===== src/rtl/regfile_wb_arbiter.sv =====
// Writeback arbiter between ALU and load results, with a destination scoreboard.
// Define WB_ROUND_ROBIN_EN for alternating conflict grants; default is fixed A-over-M.
module regfile_wb_arbiter (
    input  logic        CLK,
    input  logic        RST,
    input  logic        a_valid,
    input  logic [4:0]  a_addr,
    input  logic [31:0] a_data,
    output logic        a_ready,
    input  logic        m_valid,
    input  logic [4:0]  m_addr,
    input  logic [31:0] m_data,
    output logic        m_ready,
    input  logic        claim_valid,
    input  logic [4:0]  claim_addr,
    output logic        stall,
    output logic [4:0]  rwd,
    output logic [31:0] wb_data,
    output logic        wb_en,
    output logic [31:0] pending
);

    logic        a_gnt;
    logic        m_gnt;
    logic        hs;
    logic [4:0]  hs_addr;
    logic [31:0] hs_data;
    logic        hs_hit;
    logic        wr;
    logic        claim_set;

    logic [4:0]  rwd_q, rwd_d;
    logic [31:0] wb_data_q, wb_data_d;
    logic        wb_en_q, wb_en_d;
    logic [31:0] pending_q, pending_d;

`ifdef WB_ROUND_ROBIN_EN
    // rr_q == 0 favours A on the next conflict
    logic rr_q, rr_d;

    always_comb begin
        a_gnt = 1'b0;
        m_gnt = 1'b0;
        rr_d  = rr_q;
        if (!RST) begin
            if (a_valid && m_valid) begin
                a_gnt = !rr_q;
                m_gnt = rr_q;
                rr_d  = !rr_q;
            end else begin
                a_gnt = a_valid;
                m_gnt = m_valid;
            end
        end
    end

    always_ff @(posedge CLK) begin
        if (RST) begin
            rr_q <= 1'b0;
        end else begin
            rr_q <= rr_d;
        end
    end
`else
    always_comb begin
        a_gnt = 1'b0;
        m_gnt = 1'b0;
        if (!RST) begin
            a_gnt = a_valid;
            m_gnt = m_valid && !a_valid;
        end
    end
`endif

    always_comb begin
        hs      = a_gnt || m_gnt;
        hs_addr = 5'd0;
        hs_data = 32'd0;
        unique case (1'b1)
            a_gnt: begin
                hs_addr = a_addr;
                hs_data = a_data;
            end
            m_gnt: begin
                hs_addr = m_addr;
                hs_data = m_data;
            end
            default: begin
                hs_addr = 5'd0;
                hs_data = 32'd0;
            end
        endcase
    end

    // A retiring write to the claimed register frees it in the same cycle
    always_comb begin
        hs_hit    = hs && (hs_addr == claim_addr);
        stall     = !RST && claim_valid && (claim_addr != 5'd0)
                    && pending_q[claim_addr] && !hs_hit;
        claim_set = !RST && claim_valid && (claim_addr != 5'd0) && !stall;
    end

    always_comb begin
        pending_d = pending_q;
        if (hs && (hs_addr != 5'd0)) begin
            pending_d[hs_addr] = 1'b0;
        end
        if (claim_set) begin
            pending_d[claim_addr] = 1'b1;
        end
        pending_d[0] = 1'b0;
    end

    always_comb begin
        wr        = hs && (hs_addr != 5'd0);
        rwd_d     = wr ? hs_addr : 5'd0;
        wb_data_d = wr ? hs_data : 32'd0;
        wb_en_d   = wr;
    end

    always_ff @(posedge CLK) begin
        if (RST) begin
            rwd_q     <= 5'd0;
            wb_data_q <= 32'd0;
            wb_en_q   <= 1'b0;
            pending_q <= 32'd0;
        end else begin
            rwd_q     <= rwd_d;
            wb_data_q <= wb_data_d;
            wb_en_q   <= wb_en_d;
            pending_q <= pending_d;
        end
    end

    assign a_ready = a_gnt;
    assign m_ready = m_gnt;
    assign rwd     = rwd_q;
    assign wb_data = wb_data_q;
    assign wb_en   = wb_en_q;
    assign pending = pending_q;

endmodule


===== config.mk =====
export PLATFORM = sky130hd
export DESIGN_NAME = regfile_wb_arbiter
export DESIGN_NICKNAME = d
export VERILOG_FILES = /design/src/rtl/regfile_wb_arbiter.sv
export SDC_FILE = /design/constraint.sdc
export NUM_CORES = 1
export LEC_CHECK = 0
export ABC_CLOCK_PERIOD_IN_PS = 3700
export CORE_ASPECT_RATIO = 0.8
export CORE_MARGIN = 5
export CORE_UTILIZATION = 36
export CTS_BUF_LIST = sky130_fd_sc_hd__clkbuf_4 sky130_fd_sc_hd__clkbuf_8
export DETAILED_ROUTE_END_ITERATION = 16
export HOLD_SLACK_MARGIN = 0.1
export PLACE_DENSITY = 0.73
export SETUP_SLACK_MARGIN = 0.15
export SLEW_MARGIN = 15
export SYNTH_ARGS = -nofsm -noshare
export SYNTH_HDL_FRONTEND = slang
export SYNTH_SLANG_ARGS = --single-unit

===== constraint.sdc =====
create_clock -name CLK -period 3.7 [get_ports CLK]
set_input_delay 0.925 -clock CLK [delete_from_list [all_inputs] [get_ports CLK]]
set_output_delay 0.925 -clock CLK [all_outputs]
set_load 0.1 [all_outputs]

======== Word level (Yosys, flattened, before mapping) ========
Cells that the tools add are included.
operators by class
  equality and inequality tests ........... 1
  reduce and logical (&&, ||, !) cells .... 18
  multiplexer cells ....................... 12
  $lt $le $gt $ge ......................... 4
  bitwise operators ....................... 4
operators by type and width
  kind                  count
  $mux W32              2
  $pmux W32 S2          1
  $and A32 B32 Y32      1
  $not A32 Y32          1
  $or A32 B32 Y32       1
  $lt A5 B6 Y1 const B  2
  $demux W1 S5          2
  $ge A5 B1 Y1 const B  2
  $logic_and A1 B1 Y1   10
  $pmux W5 S2           1
  $reduce_bool A5 Y1    2
  $bmux W1 S5           1
  $eq A5 B5 Y1          1
  $mux W1               5
  $logic_not A1 Y1      4
  $reduce_or A2 Y1      1
  $logic_or A1 B1 Y1    1
  $not A1 Y1            1
word-level totals
  input port bits ......................... 84
  register bits after elaboration ......... 70

======== Longest topological paths before layout ========
  word-level depth ........................ 13
  gate-level depth with buffers ........... 9
  depth with buffers taken out ............ 8

======== Worst setup path after synthesis ========
No wires, ideal clock.
  kind .................................... input to output
  start point ............................. input claim_addr[4]
  end point ............................... output stall
  stages on the path ...................... 6
  arrival time ............................ 4.049 ns
  setup slack ............................. -1.274 ns
  data required time ...................... 2.775 ns
  cells stage by stage .................... clkbuf_1 -> or3b_2 -> o221ai_1 -> o31a_1 -> a211oi_4 -> nor3_1
between the ends
  cells in the longest elaborated chain, start to end .. 4
  elaborated cells on any way between the ends .. 9
ends and longest elaborated chain
  what                                                     line  RTL
  start: declaration                                       15    input logic [4:0] claim_addr,
  $bmux W1 S5 (tied with other cells)                      99    && pending_q[claim_addr] && !hs_hit;
  $mux W1 (implied by the code) (tied with other cells)    99
  $logic_and A1 B1 Y1 or $logic_not A1 Y1 (tied branches)  99
  $logic_and A1 B1 Y1 *                                    99
  end: declaration                                         16    output logic stall,
Mark *: on every way between the ends. The rest lies on a longest branch, timed or not. The select of a mux whose other input is x is not followed.

======== Worst setup path after layout ========
  start point ............................. input a_addr[4]
  end point ............................... output stall
between the ends
  cells in the longest elaborated chain, start to end .. 5
ends and longest elaborated chain
  what                 line  RTL
  start: declaration   7     input logic [4:0] a_addr,
  $pmux W5 S2          79    unique case (1'b1)
  $eq A5 B5 Y1         97    hs_hit = hs && (hs_addr == claim_addr);
  $logic_and A1 B1 Y1  97
  $logic_not A1 Y1     99
  $logic_and A1 B1 Y1  99
No other way between the ends.

==> metrics.txt <==
clk root buf=clkbuf_8; Max Fclk=285.4 MHz; CP required=2770 ps; remaining routing DRC violations=0; DR WL/cell=18.09 µm; Reg power frac=37.6%; critical hold path startpoint=pending[10]; worst-path fanout max=2; Die W=113.9 µm; switching power=0.0006567 W; synth-to-layout area growth=67.36%; Hold Buf Count CTS=0; Critical Path Start=a_addr[4]; Worst Skew=7.610 ps; pin count of the biggest net entering global routing=34; share of the core filled with cells=61.61%; status=finished, final reports clean; Port Buffers=155; worst setup path class=in -> out; vias in the first global route=3521; Sink Count=69; Max clock buf depth=2; wirelength, routed=11450 µm; switching share of power=31.75%; CTS clk-pin slew, worst paths=70 ps; Fin. Hold Viols=0; CTS tree=yes; Die Y=93.12 µm; Final Cell Area=5204 µm²; post-DP HPWL=8967 µm; Ports=157; Synth cell types=50; Startpoint Class=input pin; postcts setup bufs=0; Worst-Margin Slew=1019 ps; synthesized area per cell=8.986 µm²; WP data arrival=2580 ps; Ant. Diodes=0; Slew Viols, Final=0; Syn Inst Count=346; Max-Cap Viols=0; Primary FF master, synth=dfxtp_1; Syn Nets=430; leakage power total=2.011 nW; reg2reg start=pending[15]; core area=8446 µm²; initial antenna violation count=0; RSZ-0062 raised after global routing=no; dpl cell area=4942 µm²; Max H-tree Level=3; # setup viols final=0; pwr/cell area=397.4 nW/µm²; Total GRT Usage=21.80%; total grt overflow=0; antenna-violating nets left=0; initial DRC count=267; Cell Area, Synth=3109 µm²; FF+latch count, synth=69; Pre-Repair DR Iteration Count=4; Post-synth EDFFs=0; GP Congestion=0.9882; clock insertion delay at the later pin of the skew report=350 ps; sequential area share after synthesis=44.43%; Syn. warnings=0; starting density of the core=36.81%; FF+latch area=1381 µm²; P_int=0.001411 W; row cnt=30; fraction of layout cells with a size suffix above 1=18.81%; Filler cells=751; CTS Buf Count=9; Final Non-Filler Cells=633; worst hold path type=reg -> reg; Clock Power Share=36.0%; via-per-instance ratio=5.419; final net count=600; area of the multi-input gates=1628 µm²; DR vias=3430; Die ar.=10610 µm²; Max VDD drop=0.2114 mV; Comb power frac=26.4%; slew margin rel.=31.85%; placed insts=617; Final Cycle Share=94.70%; fraction of registers with async set/reset=0%; Min Clock Period, post-route=3504 ps; endpoint class of the critical path=primary output; global-route wire length before repair=18130 µm
stage by stage:
stage	TNS [ps]	setup slack [ps]	hold WS (ps)	total power (W)
after floorplan	0	157.7	955.7	0.001131
after global placement	-261.1	-261.1	512.3	0.001332
after detailed placement	-307.6	-307.6	514.6	0.001338
after CTS	0	157.7	526.7	0.002083
after global routing	0	165.7	556.2	0.002143
final	0	196.2	523.5	0.002068
final timing paths:
path / cells past startpoint / slack (ps) / endpoint
min: 2 / 520 / pending[10]
max reg2reg: 7 / 1350 / pending[4]
min reg2reg: 2 / 520 / pending[10]
max: 7 / 200 / stall
logic make-up after synthesis:
family / Yosys count / share of synthesized area, %
and+or+nand+nor: 126 / 19.52
AOI/OAI and AO/OA: 98 / 23.90
DFF: 69 / 44.43
buffers and inverters: 36 / 4.949
muxes: 11 / 5.674
xor gates and xnor gates: 5 / 1.408
other: 1 / 0.1206
power groups by stage:
stage / sequential (W) / combinational (W) / clock, W
after detailed placement: 0.000796 / 0.000542 / 0
final: 0.000778 / 0.000545 / 0.000745
after floorplan: 0.000997 / 0.000134 / 0
after global routing: 0.000781 / 0.000570 / 0.000792
after global placement: 0.000795 / 0.000537 / 0
after CTS: 0.000778 / 0.000542 / 0.000762
cells in the final DEF (no fill, tap or decap), drive strengths merged, types with 5 or more instances in the layout:
cell,count
nor3,7
buf,58
dfxtp,69
nand2,30
nor2b,9
xnor2,5
a21oi,5
nor2,41
o211ai,16
o21ai,17
nand3,12
clkdlybuf4s50,124
mux2i,6
a22oi,33
clkbuf,12
a32o,14
nand3b,6
area by class of cell:
cell class / count / share of cell area, %
clock buffers: 10 / 2.525
well taps: 112 / 2.693
flip-flops and latches: 69 / 26.54
repair buffers: 190 / 34.43
clock inverters: 6 / 2.140
inverters: 5 / 0.3847
multi-input cells: 241 / 31.28
worst max-delay path: stages:
cell and delay (ps):
clkdlybuf4s50_1 430, and3b_1 200, a311oi_2 240, nor4_1 70
and4_2 260, nor3_4 240, buf_12 200
cell usage after synthesis (all sizes together) (2+ instances only):
cell type	number	area share (%)
a211oi	2	0.89
a21oi	5	0.80
a22oi	33	8.0
a32o	14	4.5
and2	3	0.60
and3	3	0.60
buf	11	1.9
clkbuf	20	2.4
dfxtp	69	44
inv	4	0.48
mux2i	6	1.9
mux4	4	3.4
nand2	30	3.6
nand2b	3	0.60
nand3	12	1.9
nand3b	6	1.4
nor2	41	4.9
nor2b	9	1.8
nor3	7	1.1
nor4	3	0.60
o211ai	16	3.9
o21ai	17	2.7
o31ai	2	0.48
or3	2	0.40
xnor2	5	1.4
sequential cells by signal, summed over array words and instances, names as in the netlist:
name and count:
pending 31, rwd 5, wb_data 32, wb_en 1
metal layers:
layer,vias to the layer above,wire (µm),GRT usage (%)
met5,-,0,0
met4,0,291,9.397
met3,24,1337,9.314
met2,174,5549,36.37
met1,1617,4269,24.33
li1,1615,-,-
repair_timing:
item                                   CTS  global route
endpoints found under the hold margin    0             0
pin swaps                                4             6
cloned                                   0             0
gates resized for setup                 15            15
setup endpoints to repair                1             1
No activity file was read; power rests on OpenSTA's default activity.
